<file path="config.mk">
export PLATFORM = sky130hd
export DESIGN_NAME = disp_scan_ctrl
export DESIGN_NICKNAME = d
export VERILOG_FILES = /design/src/rtl/disp_pkg.sv /design/src/rtl/seg7_decode.sv /design/src/rtl/disp_scan_ctrl.sv
export SDC_FILE = /design/constraint.sdc
export NUM_CORES = 1
export LEC_CHECK = 0
export BUFFER_PORTS_ARGS = -buffer_cell sky130_fd_sc_hd__buf_2
export CAP_MARGIN = 20
export CORE_UTILIZATION = 45
export DETAILED_ROUTE_END_ITERATION = 10
export PLACE_DENSITY = 0.64
export REMOVE_ABC_BUFFERS = 1
export SLEW_MARGIN = 20
export SYNTH_ARGS = -nofsm -noshare
export SYNTH_HDL_FRONTEND = slang
export SYNTH_SLANG_ARGS = --single-unit
</file>
<file path="constraint.sdc">
create_clock -name Clk -period 5.55 [get_ports Clk]
set_clock_uncertainty 0.05 [all_clocks]
set_input_delay 0.8325 -clock Clk [delete_from_list [all_inputs] [get_ports Clk]]
set_output_delay 0.8325 -clock Clk [all_outputs]
set_load 0.005 [all_outputs]
</file>
<file path="src/rtl/disp_pkg.sv">
// Shared types and constants for the multiplexed 7-segment scan controller.
// Digit word layout: [3:0] hex value, [4] decimal point, [5] blank.
package disp_pkg;

    // Prefixed so the names never collide with the BLANK timing parameter.
    typedef enum logic [1:0] {
        ST_IDLE,
        ST_BLANK,
        ST_DRIVE
    } state_e;

    // Active-high a..g codes, entry n is the glyph for hex n.
    localparam logic [15:0][6:0] SEG_LUT = {
        7'h71, 7'h79, 7'h5E, 7'h39,
        7'h7C, 7'h77, 7'h6F, 7'h7F,
        7'h07, 7'h7D, 7'h6D, 7'h66,
        7'h4F, 7'h5B, 7'h06, 7'h3F
    };

    localparam int HEX_LSB = 0;
    localparam int DP_BIT  = 4;
    localparam int BLK_BIT = 5;

    localparam logic [5:0] DIG_BLANK = 6'b100000;

endpackage

</file>
<file path="src/rtl/seg7_decode.sv">
// Digit word to active-high segment code; pad polarity is applied by the caller.
// The blank bit clears a..g but leaves the decimal point alone.
module seg7_decode
    import disp_pkg::*;
(
    input  logic [5:0] dig_i,
    output logic [7:0] seg_o
);

    always_comb begin
        seg_o      = 8'h00;
        seg_o[6:0] = SEG_LUT[dig_i[HEX_LSB +: 4]];
        if (dig_i[BLK_BIT]) begin
            seg_o[6:0] = 7'h00;
        end
        seg_o[7] = dig_i[DP_BIT];
    end

endmodule

</file>
<file path="src/rtl/disp_scan_ctrl.sv">
// Frame-scheduled scan controller: digit sequencing, dwell/blank timing,
// and a shadow/active digit store that only swaps at frame boundaries.
module disp_scan_ctrl
    import disp_pkg::*;
#(
    parameter int  DIGITS         = 4,
    parameter int  DWELL          = 50000,
    parameter int  BLANK          = 16,
    parameter int  CNT_W          = 16,
    parameter bit  SEG_ACTIVE_LOW = 1'b0,
    parameter bit  SL_ACTIVE_LOW  = 1'b1,
    localparam int IDX_W          = $clog2(DIGITS)
) (
    input  logic              Clk,
    input  logic              Reset,
    input  logic              Enable,
    input  logic              Wr_req,
    input  logic [IDX_W-1:0]  Wr_addr,
    input  logic [5:0]        Wr_data,
    output logic              Wr_ack,
    output logic              Frame_start,
    output logic [7:0]        Seg,
    output logic [DIGITS-1:0] Sl
);

    localparam logic [7:0]        SEG_OFF  = {8{SEG_ACTIVE_LOW}};
    localparam logic [DIGITS-1:0] SL_OFF   = {DIGITS{SL_ACTIVE_LOW}};
    localparam logic [CNT_W-1:0]  DWELL_TC = CNT_W'(DWELL - 1);
    localparam logic [CNT_W-1:0]  BLANK_TC = CNT_W'(BLANK - 1);
    localparam logic [IDX_W-1:0]  LAST_IDX = IDX_W'(DIGITS - 1);

    state_e              state_q, state_d;
    logic [IDX_W-1:0]    idx_q, idx_d;
    logic [CNT_W-1:0]    tmr_q, tmr_d;
    logic [5:0]          shadow_q [DIGITS];
    logic [5:0]          shadow_d [DIGITS];
    logic [5:0]          active_q [DIGITS];
    logic [5:0]          active_d [DIGITS];
    logic                armed_q, armed_d;
    logic                ack_q, ack_d;
    logic                fs_q, fs_d;
    logic [7:0]          seg_q, seg_d;
    logic [DIGITS-1:0]   sl_q, sl_d;

    logic                commit;
    logic                accept;
    logic                wr_hit;
    logic [5:0]          cur_dig;
    logic [7:0]          seg_raw;

    always_comb begin
        state_d = state_q;
        idx_d   = idx_q;
        tmr_d   = tmr_q;
        commit  = 1'b0;
        if (!Enable) begin
            state_d = ST_IDLE;
            idx_d   = '0;
            tmr_d   = '0;
        end else begin
            unique case (state_q)
                ST_IDLE: begin
                    state_d = ST_BLANK;
                    idx_d   = '0;
                    tmr_d   = '0;
                    commit  = 1'b1;
                end
                ST_BLANK: begin
                    if (tmr_q == BLANK_TC) begin
                        state_d = ST_DRIVE;
                        tmr_d   = '0;
                    end else begin
                        tmr_d = tmr_q + 1'b1;
                    end
                end
                ST_DRIVE: begin
                    if (tmr_q == DWELL_TC) begin
                        state_d = ST_BLANK;
                        tmr_d   = '0;
                        if (idx_q == LAST_IDX) begin
                            idx_d  = '0;
                            commit = 1'b1;
                        end else begin
                            idx_d = idx_q + 1'b1;
                        end
                    end else begin
                        tmr_d = tmr_q + 1'b1;
                    end
                end
                default: state_d = ST_IDLE;
            endcase
        end
    end

    // The acceptor disarms on a write and re-arms only after Wr_req drops,
    // so a request held across many cycles lands exactly once.
    always_comb begin
        accept  = Wr_req && armed_q;
        wr_hit  = accept && (32'(Wr_addr) < DIGITS);
        armed_d = armed_q;
        ack_d   = accept;
        if (accept) begin
            armed_d = 1'b0;
        end else if (!Wr_req) begin
            armed_d = 1'b1;
        end
        shadow_d = shadow_q;
        if (wr_hit) begin
            shadow_d[Wr_addr] = Wr_data;
        end
        // Committing from shadow_d makes a same-edge write part of the new frame.
        active_d = commit ? shadow_d : active_q;
        fs_d     = commit;
    end

    assign cur_dig = active_d[idx_d];

    seg7_decode u_dec (
        .dig_i (cur_dig),
        .seg_o (seg_raw)
    );

    always_comb begin
        seg_d = SEG_OFF;
        sl_d  = SL_OFF;
        if (state_d == ST_DRIVE) begin
            seg_d = seg_raw ^ SEG_OFF;
            sl_d  = (DIGITS'(1) << idx_d) ^ SL_OFF;
        end
    end

    always_ff @(posedge Clk or negedge Reset) begin
        if (!Reset) begin
            state_q <= ST_IDLE;
            idx_q   <= '0;
            tmr_q   <= '0;
            for (int i = 0; i < DIGITS; i++) begin
                shadow_q[i] <= DIG_BLANK;
                active_q[i] <= DIG_BLANK;
            end
            armed_q <= 1'b1;
            ack_q   <= 1'b0;
            fs_q    <= 1'b0;
            seg_q   <= SEG_OFF;
            sl_q    <= SL_OFF;
        end else begin
            state_q  <= state_d;
            idx_q    <= idx_d;
            tmr_q    <= tmr_d;
            shadow_q <= shadow_d;
            active_q <= active_d;
            armed_q  <= armed_d;
            ack_q    <= ack_d;
            fs_q     <= fs_d;
            seg_q    <= seg_d;
            sl_q     <= sl_d;
        end
    end

    assign Wr_ack      = ack_q;
    assign Frame_start = fs_q;
    assign Seg         = seg_q;
    assign Sl          = sl_q;

endmodule

</file>
==> impl_metrics.toml, run 1 <==
[run_status]
outcome = "completed"

[synthesis]
ys_warn_count = 0
synth-seq-cells = 83
yosysTopAreaCell = "dfrtp_1"
synthDominantCellAreaShare_pct = 43.8
syn_avg_cell_area_um2 = 12.1
synth_common_cells = "dfrtp_1 (70), mux2_2 (47), o21ai_0 (27), nor2_1 (21), nand2_1 (19)"
ys_async_sr_fraction_pct = 100
synth_cells = 331
netlist_top_cells_area = "dfrtp_1 (44%), mux2_2 (13%), dfstp_2 (8.5%)"
synth_most_common_cell = "dfrtp_1"
synth-edff-count = 0
synthFlopType = "dfrtp_1"
synth-seq-area-share_pct = 52.4
synthesis.area_um2 = 4000
synth_cell_type_count = 44

[setup_path]
required_ns = 5.74
critPathCaptureType = "register"
cp.arrival_ns = 4.22
critPathMaxFanout = 19
worstSetupPathType = "reg2reg"
startpoint_type = "register"

[finish]
n_fill_cell = 775
nets = 379
drive_gt1_share_pct = 31.1
instances_no_fill = 468
post-route-util_pct = 50.2
diodes = 0
area_growth_pct = 8.89

[die]
floorplan.initialDensity_pct = 46.1
die_w_um = 96.3
rows = 34
die_height_um = 96.3
core_area_um2 = 8680
ioPinCount = 26
die_area_um2 = 9260

[clock_tree]
cts_setup_buffers = 0
clock_path_buffers = 2
htree_levels = 3
postCtsHoldBufs = 0
cts_made_buffers = 9
cts_tree = "yes"
cts_resized = 0
clockRootBuffer = "clkbuf_8"
cts.sink_count = 83
clk_pin_slew_ns = 0.09
clock_latency_ns = 0.35

[drt]
wire_per_inst_um = 15.3
ant_nets = 0
wl_um = 7160
vias_per_cell = 5.38
drc = 0
vias = 2518
drtPass1Iterations = 6
drtIter0Drc = 103

[global_routing]
grtUsageMet1_pct = 23.1
top_usage_layer = "met2"
grt_max_degree = 84
grt_pass1_vias = 2357
globalRouteOverflowTotal = 0
track_usage_pct = 17.0
grt_use_met2_pct = 26.9
grt_use_met3_pct = 3.55
antenna_found_initial = 0
grt_pass1_wl_um = 11700

[placement]
io_buffers = 25
place_congestion = 0.766
place_inst = 452
dp_hpwl_um = 4720

[power]
pwr_density_cell_nw_per_um2 = 328
p_clk_share_pct = 27.4
switching_share_pct = 28.5
pwr-share-seq_pct = 51.3
p_total_mw = 1.43
power.leakage_nw = 1.99
power_frac_comb_pct = 21.3
power.internal_mw = 1.02
netSwitchingPower_uw = 408
vdd.ir_drop.worst_v = 0.000126

[timing]
setup_violations = 0
finalCritPeriodShare_pct = 72.5
hold_viol = 0
layout_min_cycle_time_ns = 4.02
rsz0062_at_grt = "false"
report.final.slew_viol_count = 0
setup-tns-final_ns = 0
max_slew_margin_pct = 41.7
tightestPinTransition_ns = 0.871
fmax_mhz = 249

[flow_run]
cap_viol_max_count = 0

[hold_path]
hp-class = "in2async"
## stage by stage
step                      area [µm²]  hold slack [ns]  worst slack, ns
after floorplan                 3900            0.404             1.85
after global placement          4170            0.418             1.64
after detailed placement        4170            0.429             1.52
after CTS                       4350            0.447             1.49
after global routing            4350            0.461             1.19
final                           4350            0.446             1.53
## final timing paths
check / start / to / slack [ns] / cells after the start
worst min register to register: active_q[14] / active_q[14] / 0.45 / 1
worst max-delay path: tmr_q[4] / Seg[6] / 1.53 / 10
worst max register to register: tmr_q[4] / Seg[6] / 1.53 / 10
min in group Clk: active_q[14] / active_q[14] / 0.45 / 1
max in group asynchronous: Reset / active_q[22] / 4.48 / 1
worst min-delay path: Reset / Wr_ack / 0.45 / 1
## critical path, cell delays in order (launching register included)
cell and delay [ns]:
dfrtp_1 0.41, or4_4 0.57, nor4_4 0.43, a22o_1 0.74
mux2_2 0.30, mux2i_1 0.08, mux2i_2 0.39, inv_1 0.15
ha_1 0.25, mux2_2 0.28, a221oi_1 0.27
## state kept, by name, summed over array words and instances, names as in the netlist
signal / cells
active_q: 24
shadow_q: 24
tmr_q: 16
Seg: 8
Sl: 4
idx_q: 2
state_q: 2
Frame_start: 1
Wr_ack: 1
armed_q: 1
## final cells by class
class | count | area [µm²] | share of cell area (%)
Sequential cell | 83 | 2090 | 48.1
Multi-Input combinational cell | 223 | 1760 | 40.5
Timing Repair Buffer | 26 | 139 | 3.19
Tap cell | 108 | 135 | 3.10
Clock buffer | 10 | 128 | 2.93
Clock inverter | 6 | 48.8 | 1.12
Inverter | 12 | 45.0 | 1.03
## kinds of logic (layout without fill, tap and decap cells)
logic type | count (synthesis) | after routing | synth area share, %
buffers and inverters | 25 | 54 | 3.63
AND/OR/NAND/NOR | 92 | 92 | 12.5
adder cells (fa/ha/maj) | 12 | 12 | 3.76
flip-flops | 83 | 83 | 52.4
AO/OA/AOI/OAI | 49 | 49 | 7.98
multiplexers | 66 | 66 | 18.9
XOR/XNOR | 4 | 4 | 0.876
## layout by cell type, fill, tap and decap left out, types with 2 or more instances in the layout
cell / instances
inv_1: 11
ha_1: 12
and2_1: 2
nor3b_2: 2
mux2i_4: 2
clkinvlp_4: 3
xor2_1: 4
nor3b_1: 3
dfrtp_1: 70
o21ai_0: 27
a21oi_1: 5
mux2_1: 2
dfstp_2: 13
a211oi_1: 5
nor2_1: 21
nand4_1: 11
nand3b_1: 3
nand3_1: 9
nand2_1: 19
nand2b_1: 5
a311oi_1: 2
and3_1: 10
clkbuf_8: 9
inv_6: 2
mux2_2: 47
o31ai_1: 2
nor2b_1: 3
mux2i_1: 13
mux2i_2: 2
buf_2: 24
## power groups by stage
stage,clock network [mW],logic [mW],registers [mW]
finish,0.391,0.304,0.734
global route,0.432,0.343,0.744
CTS,0.403,0.308,0.735
detailed placement,0,0.305,0.747
global placement,0,0.298,0.743
floorplan,0,0.237,0.739
## metal layers
metal	part of all wire, %	vias up	wire length, µm
met5	0	-	0
met4	1.5	0	106
met3	2.5	9	182
met2	47	39	3350
met1	49	1243	3510
li1	-	1227	-
No activity file was read; power rests on OpenSTA's default activity.
==> inputs of run 2 (changes only) <==
==> constraint.sdc (replaced) <==
create_clock -name Clk -period 3.75 [get_ports Clk]
set_clock_uncertainty 0.05 [all_clocks]
set_input_delay 0.5625 -clock Clk [delete_from_list [all_inputs] [get_ports Clk]]
set_output_delay 0.5625 -clock Clk [all_outputs]
set_load 0.005 [all_outputs]
==> run 2 against run 1 <==
  * Design area up 1.6%
  * Critical path depth increased by 3
  * Sequential share of layout area fell by 0.75 points
  * Highest routed layer unchanged
  * Total power rose by 49%
  * Non-clock buffer count rose by 7
  * Utilization is 0.79 points higher
  * Sequential power is 47% higher
  * Flip-flop and latch count stayed put
  * Fmax is 17% higher
==> impl_metrics.toml, run 2 (synthesis results as in run 1) <==
[die]
floorplan.initialDensity_pct = 46.1
die_w_um = 96.3
die_height_um = 96.3
ioPinCount = 26
core_area_um2 = 8680
die_area_um2 = 9260
rows = 34

[drt]
vias_per_cell = 5.32
drc = 0
drtIter0Drc = 129
ant_nets = 0
drtPass1Iterations = 6
vias = 2526
wire_per_inst_um = 14.9
wl_um = 7100

[power]
power_frac_comb_pct = 22.0
switching_share_pct = 28.6
vdd.ir_drop.worst_v = 0.000162
pwr_density_cell_nw_per_um2 = 482
p_clk_share_pct = 27.1
pwr-share-seq_pct = 50.9
power.internal_mw = 1.52
power.leakage_nw = 2.02
netSwitchingPower_uw = 609

[setup_path]
critPathCaptureType = "register"
cp_num_buf_inv = 3
cpLargestDelayFamily = "multiplexers"
cp_slowest_stage_delay_ns = 0.57
cp.arrival_ns = 3.63
startpoint_type = "register"
critPathMaxFanout = 25
worstSetupPathType = "reg2reg"
cp_slowest_cell = "or4_4"
required_ns = 3.95
worstPathCellList = "or4_4, nor4_4, buf_4, a22o_1, buf_12, mux2_2, mux2i_1, mux2i_4, inv_1, ha_1, o21ai_0, a21oi_1, a311oi_1"

[global_routing]
track_usage_pct = 17.2
grt_pass1_vias = 2483
globalRouteOverflowTotal = 0
antenna_found_initial = 0
grt_pass1_wl_um = 11900
grt_max_degree = 84

[placement]
pre_cts_slack_ns = 0.128
io_buffers = 25
place_congestion = 0.802
dp_hpwl_um = 4930

[clock_tree]
htree_levels = 3
cts_made_buffers = 9
clockRootBuffer = "clkbuf_8"
clock_path_buffers = 2
postCtsHoldBufs = 0
cts_tree = "yes"
cts.sink_count = 83
clock_latency_ns = 0.35
clk_pin_slew_ns = 0.09

[timing]
finalCritPeriodShare_pct = 91.5
fmax_mhz = 291
tightestPinTransition_ns = 0.771
setup_violations = 0
layout_min_cycle_time_ns = 3.43
max_slew_margin_pct = 48.4
report.final.slew_viol_count = 0
rsz0062_at_grt = "false"
hold_viol = 0
setup-tns-final_ns = 0
layout_setup_ws_ns = 0.319

[run_status]
outcome = "completed"

[finish]
drive_gt1_share_pct = 32.2
diodes = 0
layout_common_cells = "dfrtp_1 (70), mux2_2 (47), o21ai_0 (27)"
post-route-util_pct = 51.0
layout_commonest_cell = "dfrtp_1"
reg_top3 = "active_q (24), shadow_q (24), tmr_q (16)"
nets = 386
area_growth_pct = 10.6

[flow_run]
cap_viol_max_count = 0

[hold_path]
hp-class = "in2async"
run 2: final cells by class:
class / count / area [µm²]
Tap cell: 108 / 135
Timing Repair Buffer: 33 / 204
Inverter: 12 / 45.0
Clock inverter: 6 / 48.8
Multi-Input combinational cell: 223 / 1770
Sequential cell: 83 / 2090
Fill cell: 778 / 4260
Clock buffer: 10 / 128
run 2: path summary, 6_finish.rpt:
| path | startpoint | endpoint | slack [ns] | cells past startpoint |
|---|---|---|---|---|
| worst max-delay path | tmr_q[4] | Seg[1] | 0.32 | 13 |
| worst min-delay path | Reset | Wr_ack | 0.19 | 1 |
| worst max register to register | tmr_q[4] | Seg[1] | 0.32 | 13 |
| worst min register to register | active_q[15] | active_q[15] | 0.45 | 1 |
| max in group asynchronous | Reset | Seg[6] | 2.96 | 1 |
| min in group Clk | Wr_req | armed_q | 0.27 | 2 |
run 2: stage by stage:
step / hold WS (ns) / instances / cell area [µm²] / power (mW)
6_report: 0.187 / 475 / 4420 / 2.13
5_1_grt: 0.248 / 475 / 4420 / 2.27
4_1_cts: 0.241 / 474 / 4400 / 2.16
3_5_place_dp: 0.432 / 458 / 4230 / 1.57
3_3_place_gp: 0.416 / 458 / 4230 / 1.55
2_1_floorplan: 0.217 / 318 / 3900 / 1.44
run 2: worst reg2reg max path: stages (launching register included):
cell and delay, ns:
dfrtp_1 0.41, or4_4 0.57, nor4_4 0.14, buf_4 0.18, a22o_1 0.17, buf_12 0.19
mux2_2 0.38, mux2i_1 0.24, mux2i_4 0.15, inv_1 0.13, ha_1 0.25, o21ai_0 0.16
a21oi_1 0.06, a311oi_1 0.26
run 2: per-layer routing:
metal  vias to the layer above  track usage (%)  wire length (µm)
met1                      1242             22.5              3510
li1                       1235                -                 -
met3                         9             3.87               193
met2                        40             27.2              3290
met4                         0             7.71               109
met5                         -                0                 0
run 2: power groups by stage:
stage	clock network [mW]	registers (mW)	logic [mW]
detailed placement	0	1.11	0.466
finish	0.577	1.08	0.468
global route	0.642	1.10	0.523
CTS	0.604	1.09	0.468
global placement	0	1.10	0.454
floorplan	0	1.09	0.350
run 2: what timing repair did:
action	4_1_cts	5_1_grt
gates resized for setup	0	1
buffers inserted	0	1
endpoints found under the setup margin	0	6
